## config.mk

```make
export PLATFORM = sky130hd
export DESIGN_NAME = spi_peri_sync
export DESIGN_NICKNAME = d
export VERILOG_FILES = /design/src/rtl/spi_pkg.sv /design/src/rtl/spi_sync_edge.sv /design/src/rtl/spi_peri_sync.sv
export SDC_FILE = /design/constraint.sdc
export NUM_CORES = 1
export LEC_CHECK = 0
export ABC_AREA = 1
export BUFFER_PORTS_ARGS = -buffer_cell sky130_fd_sc_hd__buf_2
export CORE_ASPECT_RATIO = 0.7
export CORE_MARGIN = 2
export CORE_UTILIZATION = 56
export CTS_CLUSTER_SIZE = 20
export DETAILED_ROUTE_END_ITERATION = 6
export PLACE_DENSITY_LB_ADDON = 0.25
export SYNTH_ARGS = -nofsm -noshare
export SYNTH_HDL_FRONTEND = slang
export SYNTH_SLANG_ARGS = --single-unit
```

## constraint.sdc

```tcl
create_clock -name clk -period 1.6 [get_ports clk]
set_clock_uncertainty 0.05 [all_clocks]
set_input_delay 0.16 -clock clk [delete_from_list [all_inputs] [get_ports clk]]
set_output_delay 0.16 -clock clk [all_outputs]
set_load 0.01 [all_outputs]
```

## src/rtl/spi_pkg.sv

```systemverilog
`default_nettype none
// ============================================================================
//  Module      : spi_pkg
//  Description : Shared types, mode encodings and helpers for the SPI
//                peripheral engine.
//  Revision    : 1.0 - initial release
// ============================================================================
package spi_pkg;

    // Engine control states
    typedef enum logic [1:0] {
        IDLE    = 2'd0,
        LOAD    = 2'd1,
        SHIFT   = 2'd2,
        WAIT_CS = 2'd3
    } state_t;

    // SPI mode encodings: {CPOL, CPHA}
    localparam logic [1:0] MODE0 = 2'd0;
    localparam logic [1:0] MODE1 = 2'd1;
    localparam logic [1:0] MODE2 = 2'd2;
    localparam logic [1:0] MODE3 = 2'd3;

    // Modes 0 and 3 sample mosi on the rising sclk edge, modes 1 and 2 on falling
    function automatic logic sample_on_rise(input logic [1:0] spi_mode);
        return (spi_mode == MODE0) || (spi_mode == MODE3);
    endfunction

endpackage
`default_nettype wire

```

## src/rtl/spi_sync_edge.sv

```systemverilog
`default_nettype none
// ============================================================================
//  Module      : spi_sync_edge
//  Description : Multi-flop synchroniser for an asynchronous pin, followed by
//                one extra register used to produce rise/fall pulses.
//  Revision    : 1.0 - initial release
// ============================================================================
module spi_sync_edge #(
    parameter int   SYNC_STAGES = 2,
    parameter logic RST_VAL     = 1'b0
) (
    input  logic clk,
    input  logic rst_n,
    input  logic din,
    output logic dout,
    output logic rise,
    output logic fall
);

    logic [SYNC_STAGES-1:0] r_sync;
    logic                   r_prev;

    // Synchroniser chain plus the delayed copy for edge detection
    always_ff @(posedge clk) begin
        if (!rst_n) begin
            r_sync <= {SYNC_STAGES{RST_VAL}};
            r_prev <= RST_VAL;
        end else begin
            r_sync <= {r_sync[SYNC_STAGES-2:0], din};
            r_prev <= r_sync[SYNC_STAGES-1];
        end
    end

    assign dout = r_sync[SYNC_STAGES-1];
    assign rise = dout & ~r_prev;
    assign fall = ~dout & r_prev;

endmodule
`default_nettype wire

```

## src/rtl/spi_peri_sync.sv

```systemverilog
`default_nettype none
// ============================================================================
//  Module      : spi_peri_sync
//  Description : SPI peripheral engine oversampling sclk/cs/mosi on the system
//                clock. All four modes, MSB/LSB first, full-duplex, multiple
//                words per frame, valid/ready handshakes on rx and tx.
//  Revision    : 1.0 - initial release
// ============================================================================
module spi_peri_sync
    import spi_pkg::*;
#(
    parameter int DATA_W      = 8,
    parameter int SYNC_STAGES = 2,
    parameter bit LSB_FIRST   = 1'b0
) (
    input  logic              clk,
    input  logic              rst_n,
    input  logic [1:0]        mode,
    input  logic              sclk,
    input  logic              cs,
    input  logic              mosi,
    output logic              miso,
    output logic              miso_oe,
    input  logic [DATA_W-1:0] tx_data,
    input  logic              tx_valid,
    output logic              tx_ready,
    output logic [DATA_W-1:0] rx_data,
    output logic              rx_valid,
    input  logic              rx_ready,
    output logic              rx_overrun,
    output logic              tx_underrun,
    output logic              busy
);

    localparam int              CNT_W    = $clog2(DATA_W);
    localparam logic [CNT_W-1:0] LAST_BIT = CNT_W'(DATA_W - 1);

    state_t              r_state;
    state_t              w_state_nxt;

    logic                w_cs_lvl;
    logic                w_cs_rise;
    logic                w_cs_fall;
    logic                w_sclk_lvl;
    logic                w_sclk_rise;
    logic                w_sclk_fall;
    logic [SYNC_STAGES-1:0] r_mosi_sync;
    logic                w_mosi;

    logic [1:0]          r_mode;
    logic [CNT_W-1:0]    r_cnt;
    logic [DATA_W-1:0]   r_rx_shift;
    logic [DATA_W-1:0]   r_tx_shift;
    logic [DATA_W-1:0]   r_tx_buf;
    logic                r_tx_full;
    logic                r_reload_pend;
    logic                r_first_hold;
    logic                r_word_done;
    logic [DATA_W-1:0]   r_rx_data;
    logic                r_rx_valid;
    logic                r_rx_overrun;
    logic                r_tx_underrun;
    logic                r_miso;

    logic                w_sclk_edge;
    logic                w_active;
    logic                w_sample;
    logic                w_shift;
    logic                w_reload;
    logic                w_consume;
    logic                w_tx_accept;
    logic [DATA_W-1:0]   w_rx_next;
    logic [DATA_W-1:0]   w_tx_adv;
    logic [DATA_W-1:0]   w_load_word;
    logic                w_tx_bit;

    // cs idles at 0 out of reset so a frame already in progress is never
    // mistaken for a fresh falling edge; IDLE then parks in WAIT_CS.
    spi_sync_edge #(
        .SYNC_STAGES (SYNC_STAGES),
        .RST_VAL     (1'b0)
    ) u_cs_sync (
        .clk   (clk),
        .rst_n (rst_n),
        .din   (cs),
        .dout  (w_cs_lvl),
        .rise  (w_cs_rise),
        .fall  (w_cs_fall)
    );

    spi_sync_edge #(
        .SYNC_STAGES (SYNC_STAGES),
        .RST_VAL     (1'b0)
    ) u_sclk_sync (
        .clk   (clk),
        .rst_n (rst_n),
        .din   (sclk),
        .dout  (w_sclk_lvl),
        .rise  (w_sclk_rise),
        .fall  (w_sclk_fall)
    );

    // mosi synchroniser, same depth as sclk so data and edge stay aligned
    always_ff @(posedge clk) begin
        if (!rst_n) begin
            r_mosi_sync <= '0;
        end else begin
            r_mosi_sync <= {r_mosi_sync[SYNC_STAGES-2:0], mosi};
        end
    end
    assign w_mosi = r_mosi_sync[SYNC_STAGES-1];

    // An edge is a sample edge when the new sclk level matches the sampling polarity
    assign w_sclk_edge = w_sclk_rise | w_sclk_fall;
    assign w_active    = (r_state == SHIFT) && !w_cs_rise;
    assign w_sample    = w_active && w_sclk_edge && (w_sclk_lvl == sample_on_rise(r_mode));
    assign w_shift     = w_active && w_sclk_edge && (w_sclk_lvl != sample_on_rise(r_mode));
    assign w_reload    = w_shift && r_reload_pend;
    assign w_consume   = (r_state == LOAD) || w_reload;
    assign w_tx_accept = tx_valid && !r_tx_full;

    assign w_rx_next   = LSB_FIRST ? {w_mosi, r_rx_shift[DATA_W-1:1]}
                                   : {r_rx_shift[DATA_W-2:0], w_mosi};
    assign w_tx_adv    = LSB_FIRST ? {1'b0, r_tx_shift[DATA_W-1:1]}
                                   : {r_tx_shift[DATA_W-2:0], 1'b0};
    assign w_tx_bit    = LSB_FIRST ? r_tx_shift[0] : r_tx_shift[DATA_W-1];
    assign w_load_word = r_tx_full ? r_tx_buf : '0;

    // State register
    always_ff @(posedge clk) begin
        if (!rst_n) begin
            r_state <= IDLE;
        end else begin
            r_state <= w_state_nxt;
        end
    end

    // Next-state logic; cs deassertion returns to IDLE from anywhere
    always_comb begin
        w_state_nxt = r_state;
        case (r_state)
            IDLE: begin
                if (w_cs_fall) begin
                    w_state_nxt = LOAD;
                end else if (!w_cs_lvl) begin
                    w_state_nxt = WAIT_CS;
                end
            end
            LOAD:    w_state_nxt = SHIFT;
            SHIFT:   w_state_nxt = SHIFT;
            WAIT_CS: w_state_nxt = WAIT_CS;
            default: w_state_nxt = IDLE;
        endcase
        if (w_cs_rise) begin
            w_state_nxt = IDLE;
        end
    end

    // Mode is captured only at frame start
    always_ff @(posedge clk) begin
        if (!rst_n) begin
            r_mode <= MODE0;
        end else if (r_state == LOAD) begin
            r_mode <= mode;
        end
    end

    // Tx holding buffer: write from fabric, drain into the shift register
    always_ff @(posedge clk) begin
        if (!rst_n) begin
            r_tx_buf      <= '0;
            r_tx_full     <= 1'b0;
            r_tx_underrun <= 1'b0;
        end else begin
            if (w_tx_accept) begin
                r_tx_buf  <= tx_data;
                r_tx_full <= 1'b1;
            end else if (w_consume) begin
                r_tx_full <= 1'b0;
            end
            r_tx_underrun <= w_consume && !r_tx_full;
        end
    end

    // Bit counter and shift registers for both directions
    always_ff @(posedge clk) begin
        if (!rst_n) begin
            r_cnt         <= '0;
            r_rx_shift    <= '0;
            r_tx_shift    <= '0;
            r_reload_pend <= 1'b0;
            r_first_hold  <= 1'b0;
            r_word_done   <= 1'b0;
        end else begin
            r_word_done <= w_sample && (r_cnt == LAST_BIT);
            if (r_state == LOAD) begin
                r_tx_shift    <= w_load_word;
                r_cnt         <= '0;
                r_reload_pend <= 1'b0;
                // CPHA=1: the first leading edge only presents the already-loaded bit
                r_first_hold  <= mode[0];
            end else if (w_active) begin
                if (w_sample) begin
                    r_rx_shift <= w_rx_next;
                    if (r_cnt == LAST_BIT) begin
                        r_cnt         <= '0;
                        r_reload_pend <= 1'b1;
                    end else begin
                        r_cnt <= r_cnt + 1'b1;
                    end
                end
                if (w_shift) begin
                    if (r_reload_pend) begin
                        r_tx_shift    <= w_load_word;
                        r_reload_pend <= 1'b0;
                        r_first_hold  <= 1'b0;
                    end else if (r_first_hold) begin
                        r_first_hold <= 1'b0;
                    end else begin
                        r_tx_shift <= w_tx_adv;
                    end
                end
            end else begin
                r_cnt         <= '0;
                r_tx_shift    <= '0;
                r_reload_pend <= 1'b0;
                r_first_hold  <= 1'b0;
            end
        end
    end

    // Rx output register with overrun detection and ready/valid handshake
    always_ff @(posedge clk) begin
        if (!rst_n) begin
            r_rx_data    <= '0;
            r_rx_valid   <= 1'b0;
            r_rx_overrun <= 1'b0;
        end else begin
            r_rx_overrun <= 1'b0;
            if (r_word_done) begin
                if (r_rx_valid && !rx_ready) begin
                    r_rx_overrun <= 1'b1;
                end else begin
                    r_rx_data  <= r_rx_shift;
                    r_rx_valid <= 1'b1;
                end
            end else if (r_rx_valid && rx_ready) begin
                r_rx_valid <= 1'b0;
            end
        end
    end

    // Registered miso, forced low outside an active frame
    always_ff @(posedge clk) begin
        if (!rst_n) begin
            r_miso <= 1'b0;
        end else begin
            r_miso <= (r_state == SHIFT) ? w_tx_bit : 1'b0;
        end
    end

    assign miso        = r_miso;
    assign miso_oe     = (r_state == LOAD) || (r_state == SHIFT);
    assign busy        = (r_state == LOAD) || (r_state == SHIFT);
    assign tx_ready    = !r_tx_full;
    assign rx_data     = r_rx_data;
    assign rx_valid    = r_rx_valid;
    assign rx_overrun  = r_rx_overrun;
    assign tx_underrun = r_tx_underrun;

endmodule
`default_nettype wire

```

## Yosys cells after proc, flatten, opt, wreduce, memory -nomap -nowiden

Index checks and enable logic that the tools add are counted.

| operators by class | value |
|---|---|
| $add $sub $neg | 1 |
| eq/ne operators | 11 |
| mux-type cells | 23 |
| bitwise logic cells | 13 |
| reductions and logical operators | 29 |

Operators by type and width:

| kind | number |
|---|---|
| 2-to-1 mux 8 bit | 6 |
| 2-to-1 mux 1 bit | 13 |
| logical AND 1 bit | 10 |
| AND reduction 2 bit | 5 |
| NOT 1 bit | 8 |
| == test 2 bit (second input constant) | 3 |
| case mux 2 bit (3 select lines) | 1 |
| bitwise AND 1 bit | 4 |
| zero test 2 bit | 2 |
| 2-to-1 mux 2 bit | 2 |
| inequality test 4 x 3 -> 1 bit (second input constant) | 1 |
| nonzero test 2 bit | 2 |
| OR reduction 2 bit | 2 |
| adder 3 x 1 -> 3 bit (second input constant) | 1 |
| == test 3 bit (second input constant) | 1 |
| zero test 1 bit | 3 |
| logical OR 1 bit | 3 |
| 2-to-1 mux 3 bit | 1 |
| inequality test 3 x 1 -> 1 bit (second input constant) | 1 |
| inequality test 3 x 2 -> 1 bit (second input constant) | 1 |
| AND reduction 3 bit | 1 |
| OR reduction 3 bit | 1 |
| == test 2 x 1 -> 1 bit (second input constant) | 1 |
| inequality test 2 bit (second input constant) | 1 |
| other kinds (3) | 3 |

| storage, ports and cells | value |
|---|---|
| bits in registers | 55 |
| bits of input ports | 17 |
| output and inout bits | 15 |
| logic and storage cells | 97 |

## Depth between registers and ports, before layout

| logic depth | value |
|---|---|
| depth after elaboration | 10 |
| depth in mapped cells | 11 |
| depth with buffers taken out | 10 |

## Modules after synthesis

From an unflattened synthesis, not the netlist that was laid out.

| unflattened totals | value |
|---|---|
| cells, all modules | 327 |
| area, all modules | 2392.3 µm² |

By module, submodules not included:

| module | instances | cells an instance | area an instance (µm²) |
|---|---|---|---|
| spi_peri_sync | 1 | 301 | 2192.1 |
| spi_sync_edge | 2 | 13 | 100.1 |

## Least setup slack after synthesis

OpenSTA, ideal clock, no wires.

| path | value |
|---|---|
| path type | flip-flop to flip-flop |
| start point | register r_state[0] |
| end point | register r_tx_shift[5] |
| setup time | 0.113 ns |
| data arrival time | 1.282 ns |
| setup slack | 0.155 ns |
| cell stages (with the launch flop) | 11 |
| cells stage by stage | dfxtp_1 > inv_1 > ha_1 > nand2_4 > nor2_4 > nand2_4 > nand2_4 > buf_12 > nand3_1 > nand2_1 > nor2_1 |

| on the way | value |
|---|---|
| cells in the longest elaborated chain, start to end | 6 |
| elaborated cells between the ends (all ways) | 10 |

Ends and longest elaborated chain:

| element | line | RTL |
|---|---|---|
| start, declared | spi_peri_sync.sv:38 | `state_t r_state;` |
| start signal, assigned | spi_peri_sync.sv:134 | `r_state <= w_state_nxt;` |
| == test 2 bit | spi_peri_sync.sv:115 | `assign w_active = (r_state == SHIFT) && !w_cs_rise;` |
| logical AND 1 bit | spi_peri_sync.sv:115 |  |
| logical AND 1 bit (2 in a row) | spi_peri_sync.sv:117 | `assign w_shift = w_active && w_sclk_edge && (w_sclk_lvl != sample_on_rise(r_mode));` |
| inequality test 3 x 1 -> 1 bit (no line) | -- |  |
| AND reduction 2 bit (no line) | -- |  |
| end signal, assigned | spi_peri_sync.sv:197 | `r_tx_shift <= w_load_word;` |
| end signal, assigned | spi_peri_sync.sv:214 | `r_tx_shift <= w_load_word;` |
| end signal, assigned | spi_peri_sync.sv:220 | `r_tx_shift <= w_tx_adv;` |
| end, declared | spi_peri_sync.sv:53 | `logic [DATA_W-1:0] r_tx_shift;` |

Several ways; a longest one is shown, not always the timed one.
A chain may end at the register's enable or synchronous reset.

## Worst setup path in the final report

| path | value |
|---|---|
| start point | register r_state[0] |
| end point | register r_rx_shift[3] |

| on the way | value |
|---|---|
| cells in the longest elaborated chain, start to end | 5 |
| elaborated cells between the ends (all ways) | 7 |

Ends and longest elaborated chain:

| element | line | RTL |
|---|---|---|
| == test 2 bit | spi_peri_sync.sv:115 |  |
| logical AND 1 bit | spi_peri_sync.sv:115 |  |
| logical AND 1 bit (2 in a row) | spi_peri_sync.sv:116 | `assign w_sample = w_active && w_sclk_edge && (w_sclk_lvl == sample_on_rise(r_mode));` |
| AND reduction 3 bit (no line) (*) | -- |  |
| end signal, assigned | spi_peri_sync.sv:204 | `r_rx_shift <= w_rx_next;` |
| end, declared | spi_peri_sync.sv:52 | `logic [DATA_W-1:0] r_rx_shift;` |

Mark *: on every way between the ends. The rest lies on a longest branch, timed or not.

==> out/qor.yml <==
relSlewSlack_pct: 60.50
drc: 0
cpPeakStageDelay_ps: 340
path_depth: 9
synth_warnings: 0
initial_utilization_pct: 59.52
hold_path.startpoint: "tx_data[5]"
synth-simple-area-share_pct: 26.21
avgSynthCellArea_um2: 7.595
setup_viol: 0
end_kind: "flip-flop"
num-nets-final: 369
wire_per_inst_um: 11.70
die_w_um: 81.88
outcome: "finished, final reports clean"
peakVddDrop_uv: 664.2
fin_crit_ps: 1486
cp_max_fo: 16
grt_pass1_wl_um: 8121
drv_slew: 0
cap_violations: 0
cts_sinks: 55
fmax_mhz: 672.8
cp_data_required_time_ps: 1810
worstMarginPinSlew_ps: 591.9
placed_cell_area_mm2: 0.002556
crit_family: "simple AND/OR/NAND/NOR gates"
clockBufferDepth: 2
clock-root-buffer: "clkbuf_8"
antennaDiodeCount: 0
yosysSeqAreaShare_pct: 46.32
start_kind: "flip-flop"
crit_buf_inv: 2
ys_ff_latch: 55
synth-adder-area-share_pct: 2.632
io_buffers: 31
clkLatencyLatePin_ps: 320
synth_cells: 313
path_clk_slew_ps: 110
cp_common_cell: "nand2_1"
syn_nets: 335
coreArea_mm2: 0.003994
postLayoutCellArea_mm2: 0.002728
synth_compound_area_share_pct: 14.16
drive_gt1_share_pct: 21.26
grt_pass1_vias: 1792
timing.rr.start: "r_state[0]$_SDFFE_PP0P_"
fin_crit_sh_pct: 92.90
cts_tree: "done"
syn_to_final_growth_pct: 14.74
synth_cell_types: 26
grt-ovfl-total: 0
rrSetupSlack_ps: 110
num_rows: 19
die-area_mm2: 0.004791
fill_cells: 346
io_pins: 32
power.density_mw_per_mm2: 1020
fp.dieH_um: 58.51
path_cells: "inv_1 -> ha_2 -> nand2_4 -> nor2_4 -> buf_4 -> nand3_4 -> nand2_1 -> nand2_1 -> nor2_1"
arrival_ps: 1700
hold_depth: 3
min_to: "r_tx_buf[5]$_SDFFE_PN0P_"
hold_path.class: "in -> reg"
vias: 2025
finalHoldViolations: 0
synth_top_family_by_area: "simple AND/OR/NAND/NOR gates"
antenna_left: 0
worst-setup-path-type: "reg -> reg"
drt_wl_total_um: 4678
grt_max_degree: 44
htree_num_levels: 2
drt_iter0_markers: 80
grt_usage_pct: 22.41
seq_area_mm2: 0.001102
viasPerCell: 5.063
antenna_found_initial: 0
place.gp.congestion: 0.8103
cpMaxStageDelayCell: "dfxtp_2"
rsz0062_at_grt: "yes"
cts_buffers: 5
synth_xor_area_share_pct: 0.3684
multi_input_area_mm2: 0.001047
p_leak_nw: 1.321
synthMuxAreaShare_pct: 0
reg2reg_depth: 9
hpwlAfterDp_um: 3192
synthesis.area_mm2: 0.002377
drtPass1Iterations: 4
finalCoreUtilization_pct: 68.30
r2r_end: "r_rx_shift[3]$_SDFFE_PN0P_"
fin_setup_tns_ps: 0
[worst max-delay path by stage]
stage,start,to
after floorplan,r_state[0]$_SDFFE_PP0P_,r_tx_shift[5]$_SDFFE_PN0P_
after global placement,r_state[0]$_SDFFE_PP0P_,r_tx_shift[7]$_SDFFE_PN0P_
after detailed placement,r_state[0]$_SDFFE_PP0P_,r_tx_shift[1]$_SDFFE_PN0P_
after CTS,r_state[0]$_SDFFE_PP0P_,r_tx_shift[2]$_SDFFE_PN0P_
after global routing,r_state[0]$_SDFFE_PP0P_,r_rx_shift[1]$_SDFFE_PN0P_
final,r_state[0]$_SDFFE_PP0P_,r_rx_shift[3]$_SDFFE_PN0P_
[cell families (layout without fill, tap and decap cells)]
| logic type | after synthesis | count (layout) |
|---|---|---|
| XOR/XNOR | 1 | 1 |
| AO/OA/AOI/OAI | 60 | 60 |
| adder cells (fa/ha/maj) | 5 | 5 |
| buffers and inverters | 52 | 87 |
| AND/OR/NAND/NOR | 140 | 140 |
| flip-flops | 55 | 55 |
[final cells by class]
class,count,area share (%)
clock inverters,3,1.743
multi-input cells,206,38.39
well taps,52,2.385
flip-flops and latches,55,40.41
clock buffers,5,2.523
inverters,37,5.092
repair buffers,42,9.450
[metrics by stage]
step           setup WS (ps)  cells  power, mW  hold slack [ps]
3_3_place_gp           54.02    388      1.829            292.9
2_1_floorplan          154.8    313      1.769            207.6
3_5_place_dp           6.238    388      1.838            295.2
5_1_grt               -49.52    400      2.911            35.90
4_1_cts                7.331    399      2.783            30.18
6_report               113.6    400      2.782            32.04
[cell usage after synthesis (all sizes together)]
cell	n	area share (%)
a211oi	1	0.32
a21oi	35	8.6
a31oi	1	0.26
buf	13	4.2
clkbuf	2	0.32
dfxtp	55	46
ha	5	2.6
inv	37	5.8
nand2	67	12
nand3	19	4.7
nor2	47	8.1
nor3	7	1.5
o21ai	22	4.6
o21bai	1	0.32
xnor2	1	0.37
[worst register-to-register path: cells and delay by family, from the launching register on]
kind          cells  cell delay (ps)
fa+ha+maj         1              210
simple gates      6              610
flops             1              340
buf+inv           2              220
[power by group]
| group | switching [mW] | internal, mW | leakage [nW] |
|---|---|---|---|
| clock | 0.483 | 0.475 | 0.0587 |
| combinational | 0.214 | 0.144 | 0.813 |
| sequential | 0.0365 | 1.43 | 0.449 |
| total | 0.733 | 2.05 | 1.32 |
[layer usage]
metal	vias to the layer above	global-route usage [%]	wire length [um]
met1	914	30.78	2292
li1	1060	-	-
met2	43	33.91	2032
met5	-	0	0
met4	0	10.00	93
met3	8	5.061	260
[state kept, by name, indices dropped and copies added (netlist names)]
register,cells
r_mode,2
u_sclk_sync.r_sync,2
r_mosi_sync,2
r_tx_buf,8
miso,1
u_cs_sync.r_prev,1
rx_overrun,1
rx_data,8
r_first_hold,1
r_tx_full,1
u_sclk_sync.r_prev,1
tx_underrun,1
rx_valid,1
r_state,2
r_word_done,1
r_tx_shift,8
u_cs_sync.r_sync,2
r_rx_shift,8
r_cnt,3
r_reload_pend,1
[cell usage in the layout, fill, tap and decap left out, drive strengths merged]
cell type and count:
a211oi 1, a21oi 35, a31oi 1, buf 39, bufinv 1, clkbuf 5, clkinv 1, dfxtp 55
dlygate4sd3 3, ha 5, inv 38, nand2 67, nand3 19, nor2 47, nor3 7, o21ai 22
o21bai 1, xnor2 1
[timing repair]
action | in CTS | in global routing
buffers inserted | 0 | 1
hold endpoints to repair | 3 | 0
hold buffers | 3 | 0
setup endpoints to repair | 0 | 28
gates resized for setup | 0 | 7
Note: power is estimated with default switching activity, not from simulation.
